$ cat config.mk
export PLATFORM = sky130hd
export DESIGN_NAME = vram_arbiter_flat
export DESIGN_NICKNAME = d
export VERILOG_FILES = /design/src/rtl/vram_pkg.sv /design/src/rtl/vram_arbiter_if.sv /design/src/rtl/vram_arb_pick.sv /design/src/rtl/vram_arbiter.sv /design/src/flat_wrapper.sv
export SDC_FILE = /design/constraint.sdc
export NUM_CORES = 1
export LEC_CHECK = 0
export ABC_AREA = 1
export BUFFER_PORTS_ARGS = -buffer_cell sky130_fd_sc_hd__buf_2
export CORE_ASPECT_RATIO = 0.5
export CORE_UTILIZATION = 30
export DETAILED_ROUTE_END_ITERATION = 8
export MAX_ROUTING_LAYER = met4
export SETUP_SLACK_MARGIN = 0.15
export SKIP_CTS_REPAIR_TIMING = 1
export SLEW_MARGIN = 20
export SYNTH_ARGS = -nofsm -noshare
export SYNTH_HDL_FRONTEND = slang
export SYNTH_SLANG_ARGS = --single-unit
$ cat constraint.sdc
create_clock -name clk_50mhz -period 1.85 [get_ports clk_50mhz]
set_input_delay 0 -clock clk_50mhz [delete_from_list [all_inputs] [get_ports clk_50mhz]]
set_output_delay 0 -clock clk_50mhz [all_outputs]
set_load 0.02 [all_outputs]
$ cat src/rtl/vram_pkg.sv
// Shared types for the VRAM arbiter: access tags and default bus widths.
// Optional macro VRAM_CPU_READ_EN enables CPU reads (TAG_CPU_RD).
package vram_pkg;

  localparam int unsigned VRAM_ADDR_W = 13;
  localparam int unsigned VRAM_DATA_W = 8;
  localparam int unsigned CNT_W       = 4;

  typedef enum logic [1:0] {
    TAG_NONE   = 2'd0,
    TAG_VID    = 2'd1,
`ifdef VRAM_CPU_READ_EN
    TAG_CPU_RD = 2'd2,
`endif
    TAG_CPU_WR = 2'd3
  } tag_e;

  // True when the tag is any CPU access.
  function automatic logic tag_is_cpu(tag_e t);
`ifdef VRAM_CPU_READ_EN
    return (t == TAG_CPU_WR) || (t == TAG_CPU_RD);
`else
    return (t == TAG_CPU_WR);
`endif
  endfunction

endpackage

$ cat src/rtl/vram_arbiter_if.sv
// Video, CPU and RAM sides of the VRAM arbiter grouped as one bundle.
interface vram_arbiter_if #(
  parameter int unsigned ADDR_W = vram_pkg::VRAM_ADDR_W,
  parameter int unsigned DATA_W = vram_pkg::VRAM_DATA_W
);

  logic              vid_req;
  logic [ADDR_W-1:0] vid_addr;
  logic              vid_gnt;
  logic              vid_valid;
  logic [DATA_W-1:0] vid_data;
  logic              vid_late;
  logic              cpu_req;
  logic              cpu_we;
  logic [ADDR_W-1:0] cpu_addr;
  logic [DATA_W-1:0] cpu_wdata;
  logic              cpu_ack;
  logic [DATA_W-1:0] cpu_rdata;
  logic              ram_en;
  logic              ram_we;
  logic [ADDR_W-1:0] ram_addr;
  logic [DATA_W-1:0] ram_wdata;
  logic [DATA_W-1:0] ram_rdata;

  modport slave (
    input  vid_req, vid_addr, cpu_req, cpu_we, cpu_addr, cpu_wdata, ram_rdata,
    output vid_gnt, vid_valid, vid_data, vid_late, cpu_ack, cpu_rdata,
           ram_en, ram_we, ram_addr, ram_wdata
  );

  modport master (
    output vid_req, vid_addr, cpu_req, cpu_we, cpu_addr, cpu_wdata, ram_rdata,
    input  vid_gnt, vid_valid, vid_data, vid_late, cpu_ack, cpu_rdata,
           ram_en, ram_we, ram_addr, ram_wdata
  );

endinterface

$ cat src/rtl/vram_arb_pick.sv
// Combinational winner selection: starved CPU first, then video, then CPU.
// With VRAM_CPU_READ_EN undefined every CPU access is a write.
module vram_arb_pick
  import vram_pkg::*;
#(
  parameter int unsigned MAX_WAIT = 4
) (
  input  logic             vid_req,
  input  logic             cpu_eligible,
`ifdef VRAM_CPU_READ_EN
  input  logic             cpu_we,
`endif
  input  logic [CNT_W-1:0] starve_cnt,
  output tag_e             winner
);

  tag_e cpu_tag;

  // Priority decode of the current cycle's requests
  always_comb begin
    cpu_tag = TAG_CPU_WR;
`ifdef VRAM_CPU_READ_EN
    if (!cpu_we) cpu_tag = TAG_CPU_RD;
`endif
    winner = TAG_NONE;
    if (cpu_eligible && (starve_cnt == CNT_W'(MAX_WAIT))) winner = cpu_tag;
    else if (vid_req)                                      winner = TAG_VID;
    else if (cpu_eligible)                                 winner = cpu_tag;
  end

endmodule

$ cat src/rtl/vram_arbiter.sv
// Single-port VRAM arbiter between video scan-out and the CPU bus port.
// Video has priority; a starvation counter forces one CPU slot after
// MAX_WAIT denials. Macro VRAM_CPU_READ_EN enables CPU reads.
module vram_arbiter
  import vram_pkg::*;
#(
  parameter int unsigned ADDR_W   = VRAM_ADDR_W,
  parameter int unsigned DATA_W   = VRAM_DATA_W,
  parameter int unsigned MAX_WAIT = 4
) (
  input  logic          clk_50mhz,
  input  logic          rst,
  vram_arbiter_if.slave bus
);

  tag_e             winner;
  tag_e             tag1;
  logic             cpu_busy;
  logic [CNT_W-1:0] starve_cnt;
  logic             vid_req_g;
  logic             cpu_eligible;
  logic             cpu_win;
  logic             ack_next;

  assign vid_req_g    = bus.vid_req & ~rst;
  assign cpu_eligible = bus.cpu_req & ~cpu_busy & ~rst;
  assign cpu_win      = tag_is_cpu(winner);

  vram_arb_pick #(
    .MAX_WAIT (MAX_WAIT)
  ) u_pick (
    .vid_req      (vid_req_g),
    .cpu_eligible (cpu_eligible),
`ifdef VRAM_CPU_READ_EN
    .cpu_we       (bus.cpu_we),
`endif
    .starve_cnt   (starve_cnt),
    .winner       (winner)
  );

  assign bus.vid_gnt  = (winner == TAG_VID);
  assign bus.vid_late = vid_req_g & ~bus.vid_gnt;

  // Writes complete in the RAM cycle; reads complete one cycle later
  always_comb begin
    ack_next = (winner == TAG_CPU_WR);
`ifdef VRAM_CPU_READ_EN
    if (tag1 == TAG_CPU_RD) ack_next = 1'b1;
`endif
  end

  // RAM command register, loaded with the winner of this cycle
  always_ff @(posedge clk_50mhz or posedge rst) begin
    if (rst) begin
      bus.ram_en    <= 1'b0;
      bus.ram_we    <= 1'b0;
      bus.ram_addr  <= '0;
      bus.ram_wdata <= '0;
    end else begin
      bus.ram_en <= (winner != TAG_NONE);
      bus.ram_we <= (winner == TAG_CPU_WR);
      if (winner == TAG_VID) bus.ram_addr <= bus.vid_addr;
      else if (cpu_win)      bus.ram_addr <= bus.cpu_addr;
      if (winner == TAG_CPU_WR) bus.ram_wdata <= bus.cpu_wdata;
    end
  end

  // Tag pipeline and result registers for video and CPU acknowledge
  always_ff @(posedge clk_50mhz or posedge rst) begin
    if (rst) begin
      tag1          <= TAG_NONE;
      bus.vid_valid <= 1'b0;
      bus.vid_data  <= '0;
      bus.cpu_ack   <= 1'b0;
    end else begin
      tag1          <= winner;
      bus.vid_valid <= (tag1 == TAG_VID);
      if (tag1 == TAG_VID) bus.vid_data <= bus.ram_rdata;
      bus.cpu_ack   <= ack_next;
    end
  end

`ifdef VRAM_CPU_READ_EN
  // CPU read data captured alongside the read acknowledge
  always_ff @(posedge clk_50mhz or posedge rst) begin
    if (rst)                     bus.cpu_rdata <= '0;
    else if (tag1 == TAG_CPU_RD) bus.cpu_rdata <= bus.ram_rdata;
  end
`else
  assign bus.cpu_rdata = '0;
`endif

  // One CPU op in flight: busy from win until the end of the ack cycle
  always_ff @(posedge clk_50mhz or posedge rst) begin
    if (rst)              cpu_busy <= 1'b0;
    else if (cpu_win)     cpu_busy <= 1'b1;
    else if (bus.cpu_ack) cpu_busy <= 1'b0;
  end

  // Count consecutive denials of an eligible CPU request, saturating
  always_ff @(posedge clk_50mhz or posedge rst) begin
    if (rst) begin
      starve_cnt <= '0;
    end else if (cpu_win || !bus.cpu_req) begin
      starve_cnt <= '0;
    end else if (cpu_eligible && (starve_cnt != CNT_W'(MAX_WAIT))) begin
      starve_cnt <= starve_cnt + CNT_W'(1);
    end
  end

endmodule

$ cat src/flat_wrapper.sv
// flat-port wrapper written by rule: the top's interface ports become plain ports
module vram_arbiter_flat import vram_pkg::*;
#(
  parameter int unsigned ADDR_W   = VRAM_ADDR_W,
  parameter int unsigned DATA_W   = VRAM_DATA_W,
  parameter int unsigned MAX_WAIT = 4
)
  (clk_50mhz, rst, bus_vid_req, bus_vid_addr, bus_cpu_req, bus_cpu_we, bus_cpu_addr, bus_cpu_wdata, bus_ram_rdata, bus_vid_gnt, bus_vid_valid, bus_vid_data, bus_vid_late, bus_cpu_ack, bus_cpu_rdata, bus_ram_en, bus_ram_we, bus_ram_addr, bus_ram_wdata);
  vram_arbiter_if #(.ADDR_W(ADDR_W), .DATA_W(DATA_W)) bus_i ();
  input  logic clk_50mhz;
  input  logic rst;
  input wire logic [$bits(bus_i.vid_req)-1:0] bus_vid_req;
  input wire logic [$bits(bus_i.vid_addr)-1:0] bus_vid_addr;
  input wire logic [$bits(bus_i.cpu_req)-1:0] bus_cpu_req;
  input wire logic [$bits(bus_i.cpu_we)-1:0] bus_cpu_we;
  input wire logic [$bits(bus_i.cpu_addr)-1:0] bus_cpu_addr;
  input wire logic [$bits(bus_i.cpu_wdata)-1:0] bus_cpu_wdata;
  input wire logic [$bits(bus_i.ram_rdata)-1:0] bus_ram_rdata;
  output wire logic [$bits(bus_i.vid_gnt)-1:0] bus_vid_gnt;
  output wire logic [$bits(bus_i.vid_valid)-1:0] bus_vid_valid;
  output wire logic [$bits(bus_i.vid_data)-1:0] bus_vid_data;
  output wire logic [$bits(bus_i.vid_late)-1:0] bus_vid_late;
  output wire logic [$bits(bus_i.cpu_ack)-1:0] bus_cpu_ack;
  output wire logic [$bits(bus_i.cpu_rdata)-1:0] bus_cpu_rdata;
  output wire logic [$bits(bus_i.ram_en)-1:0] bus_ram_en;
  output wire logic [$bits(bus_i.ram_we)-1:0] bus_ram_we;
  output wire logic [$bits(bus_i.ram_addr)-1:0] bus_ram_addr;
  output wire logic [$bits(bus_i.ram_wdata)-1:0] bus_ram_wdata;
  assign bus_i.vid_req = bus_vid_req;
  assign bus_i.vid_addr = bus_vid_addr;
  assign bus_i.cpu_req = bus_cpu_req;
  assign bus_i.cpu_we = bus_cpu_we;
  assign bus_i.cpu_addr = bus_cpu_addr;
  assign bus_i.cpu_wdata = bus_cpu_wdata;
  assign bus_i.ram_rdata = bus_ram_rdata;
  assign bus_vid_gnt = bus_i.vid_gnt;
  assign bus_vid_valid = bus_i.vid_valid;
  assign bus_vid_data = bus_i.vid_data;
  assign bus_vid_late = bus_i.vid_late;
  assign bus_cpu_ack = bus_i.cpu_ack;
  assign bus_cpu_rdata = bus_i.cpu_rdata;
  assign bus_ram_en = bus_i.ram_en;
  assign bus_ram_we = bus_i.ram_we;
  assign bus_ram_addr = bus_i.ram_addr;
  assign bus_ram_wdata = bus_i.ram_wdata;
  vram_arbiter #(.ADDR_W(ADDR_W), .DATA_W(DATA_W), .MAX_WAIT(MAX_WAIT)) u_core (.clk_50mhz(clk_50mhz), .rst(rst), .bus(bus_i));
endmodule
==> qor.csv <==
stage,metric,value,unit
status,status,"finished, final reports clean",
route,dr_total_vias,1786,
finish,area_growth,52.0,%
power,power,3.15,mW
global_route,grt_pass1_vias,1638,
synthesis,synth_cell_types,18,
critical_path,critPathBufInv,3,
synthesis,netlist_area,1850,sq um
critical_path,slowest_stage,dfrtp_1,
sta,finalCritPeriodShare,0.872,
finish,nets,398,
min_path,hp-class,input pin to flop,
clocking,h-tree-depth,2,
run,max-cap-violations,0,
synthesis,yosysTopAreaCell,dfrtp_1,
sta,rsz0062_at_grt,no,
die,dieArea,6500,sq um
finish,layout-drive-gt1-share,0.302,
critical_path,crit_start,u_core.starve_cnt[0]$_DFFE_PP0P_,
critical_path,slowest_delay,0.41,ns
route,wire_per_inst,11.0,um
placed_design,routabilityCongestion,0.772,
die,rows,19,
sta,tightest_slew,0.513,ns
power,power_density,1120,nW/um^2
route,wl,4.65,mm
synthesis,synth_edf_count,0,
die,io_pins,90,
synthesis,async_flop_share,1.00,
critical_path,r2r-start,u_core.starve_cnt[0]$_DFFE_PP0P_,
global_route,grt_max_degree,18,
power,peakVddDrop,412,uV
clocking,cts_tree,yes,
critical_path,crit_path_max_fanout,7,
die,core,5710,sq um
synthesis,ys_seq_area_frac,0.528,
clocking,cts_made_buffers,5,
sta,setup_violations,0,
route,met1Wirelength,2.10,mm
clocking,cts.sinks,39,
synthesis,synthMostInstantiatedCell,nand2_1,
finish,final_util,0.492,
die,fp.dieW,113,um
finish,final_area,2810,sq um
clocking,clock_latency,0.27,ns
placed_design,place_ws,0.204,ns
sta,relSlewSlack,0.654,
synthesis,netlist_instances,229,
sta,final-hold-violation-count,0,
synthesis,ys_top_cells_by_count,"nand2_1, dfrtp_1, nand3_1, inv_1, nor2_1",
synthesis,ys_warn_count,0,
synthesis,synth_top_area_frac,0.528,
route,routed.top_layer,met4,
sta,worst_slack,0.237,ns
clocking,cts_buffer_depth,2,
route,drtAntennaViolNets,0,
critical_path,cp_cell_sequence,"inv_2, ha_1, nand3_2, nand2_2, nand2_4, buf_4, nor2_1, buf_4",
critical_path,crit_family,flip-flops,
critical_path,crit_path_end_kind,output pin,
route,dr.first_iter.drc_count,75,
synthesis,synthTopCellsByArea,"dfrtp_1, nand2_1, nand3_1",
clocking,root_buffer,clkbuf_16,
clocking,clkSlewWorstSetupHoldPaths,0.05,ns
global_route,grt_use_total,0.148,
critical_path,path_class,flop to output pin,
route,met2WireLength,2.34,mm
min_path,hold_path_startpoint,bus_cpu_addr[3],
finish,diodes,0,
sta,finalMaxSlewViolations,0,
critical_path,required,1.85,ns
route,via_per_inst,4.24,
critical_path,arrival,1.61,ns
route,drcViolationCount,0,
power,p_leak,1.58,nW
placed_design,dpl.hpwl,3.21,mm
synthesis,syn_area_per_cell,8.07,sq um
global_route,grt_remaining_overflow,0,
synthesis,ys_seq_elements,39,
route,routed-wl-met3,199,um
placed_design,io_buffer_count,80,
sta,timing.fmax,620,MHz
critical_path,start_kind,flop,
sta,finClkSkew,0.00191,ns
critical_path,path_common_cell,buf_4,
global_route,grt_pass1_wl,7.31,mm
placed_design,postPlaceCellArea,2320,sq um
sta,setup_tns,0,ns
die,die_h,57.5,um
synthesis,synth-main-ff-cell,dfrtp_1,
global_route,antenna_found_initial,0,
route,dr.pass1.iters,4,
die,start_util,0.324,
sta,min_period,1.61,ns
state kept, by name, summed over array words and instances, names as in the netlist:
signal / count
u_core.bus.vid_valid: 1
u_core.bus.ram_wdata: 8
u_core.bus.ram_en: 1
u_core.cpu_busy: 1
u_core.bus.ram_addr: 13
u_core.starve_cnt: 4
u_core.bus.ram_we: 1
u_core.tag1: 2
u_core.bus.vid_data: 8
final timing paths:
| path | end | slack [ns] | cells after the start |
|---|---|---|---|
| max | bus_vid_late | 0.24 | 8 |
| min reg2reg | u_core.bus.vid_data[2]$_DFFE_PP0P_ | 0.47 | 2 |
| max reg2reg | u_core.bus.ram_wdata[7]$_DFFE_PP0P_ | 0.42 | 8 |
| max in group asynchronous | u_core.bus.ram_addr[8]$_DFFE_PP0P_ | 0.55 | 4 |
| min | u_core.bus.ram_addr[3]$_DFFE_PP0P_ | 0.02 | 5 |
| min in group asynchronous | u_core.starve_cnt[1]$_DFFE_PP0P_ | 0.41 | 4 |
metrics by stage:
stage                     hold WS [ns]  instances
final                           0.0218        421
after global routing            0.0442        421
after CTS                       -0.284        388
after detailed placement       0.00650        382
after global placement         0.00121        382
after floorplan               -0.00767        236
where the power goes:
part | total [mW] | switching (mW) | internal [mW]
Clock | 0.771 | 0.287 | 0.484
Combinational | 1.14 | 0.717 | 0.423
Sequential | 1.24 | 0.133 | 1.10
Total | 3.15 | 1.14 | 2.01
final cells by class:
cell class                 count  area, sq um
fill                         575         2900
timing repair buffer         121          788
tap                           73         91.3
multi-input combinational    156          723
sequential                    39          976
clock buffer                   6          129
inverter                      26          101
kinds of logic after synthesis:
family,Yosys count,synth area share
AND/OR/NAND/NOR,142,0.334
buffers and inverters,41,0.110
flip-flops,39,0.528
adder cells (fa/ha/maj),2,0.0135
AO/OA/AOI/OAI,4,0.0129
other,1,0.00203
per-layer routing:
metal,vias to the layer above,GRT usage
li1,929,-
met1,820,0.184
met2,35,0.245
met3,2,0.0393
met4,0,0.0338
met5,-,-
worst min-delay path: stages:
cell and delay (ns):
buf_2 0.07, nand3_1 0.06, nand2_1 0.05, inv_1 0.03, nand2_1 0.04
layout by cell type, fill, tap and decap left out, drive strengths merged:
cell type    instances
clkinvlp             1
inv                 24
dfrtp               39
dlygate4sd3         31
nand4                1
conb                 8
nand2               85
buf                 90
nand3               34
nor2                17
nand3b               5
o21ai                4
clkinv               1
ha                   2
clkbuf               6
(Power assumes the default switching activity.)
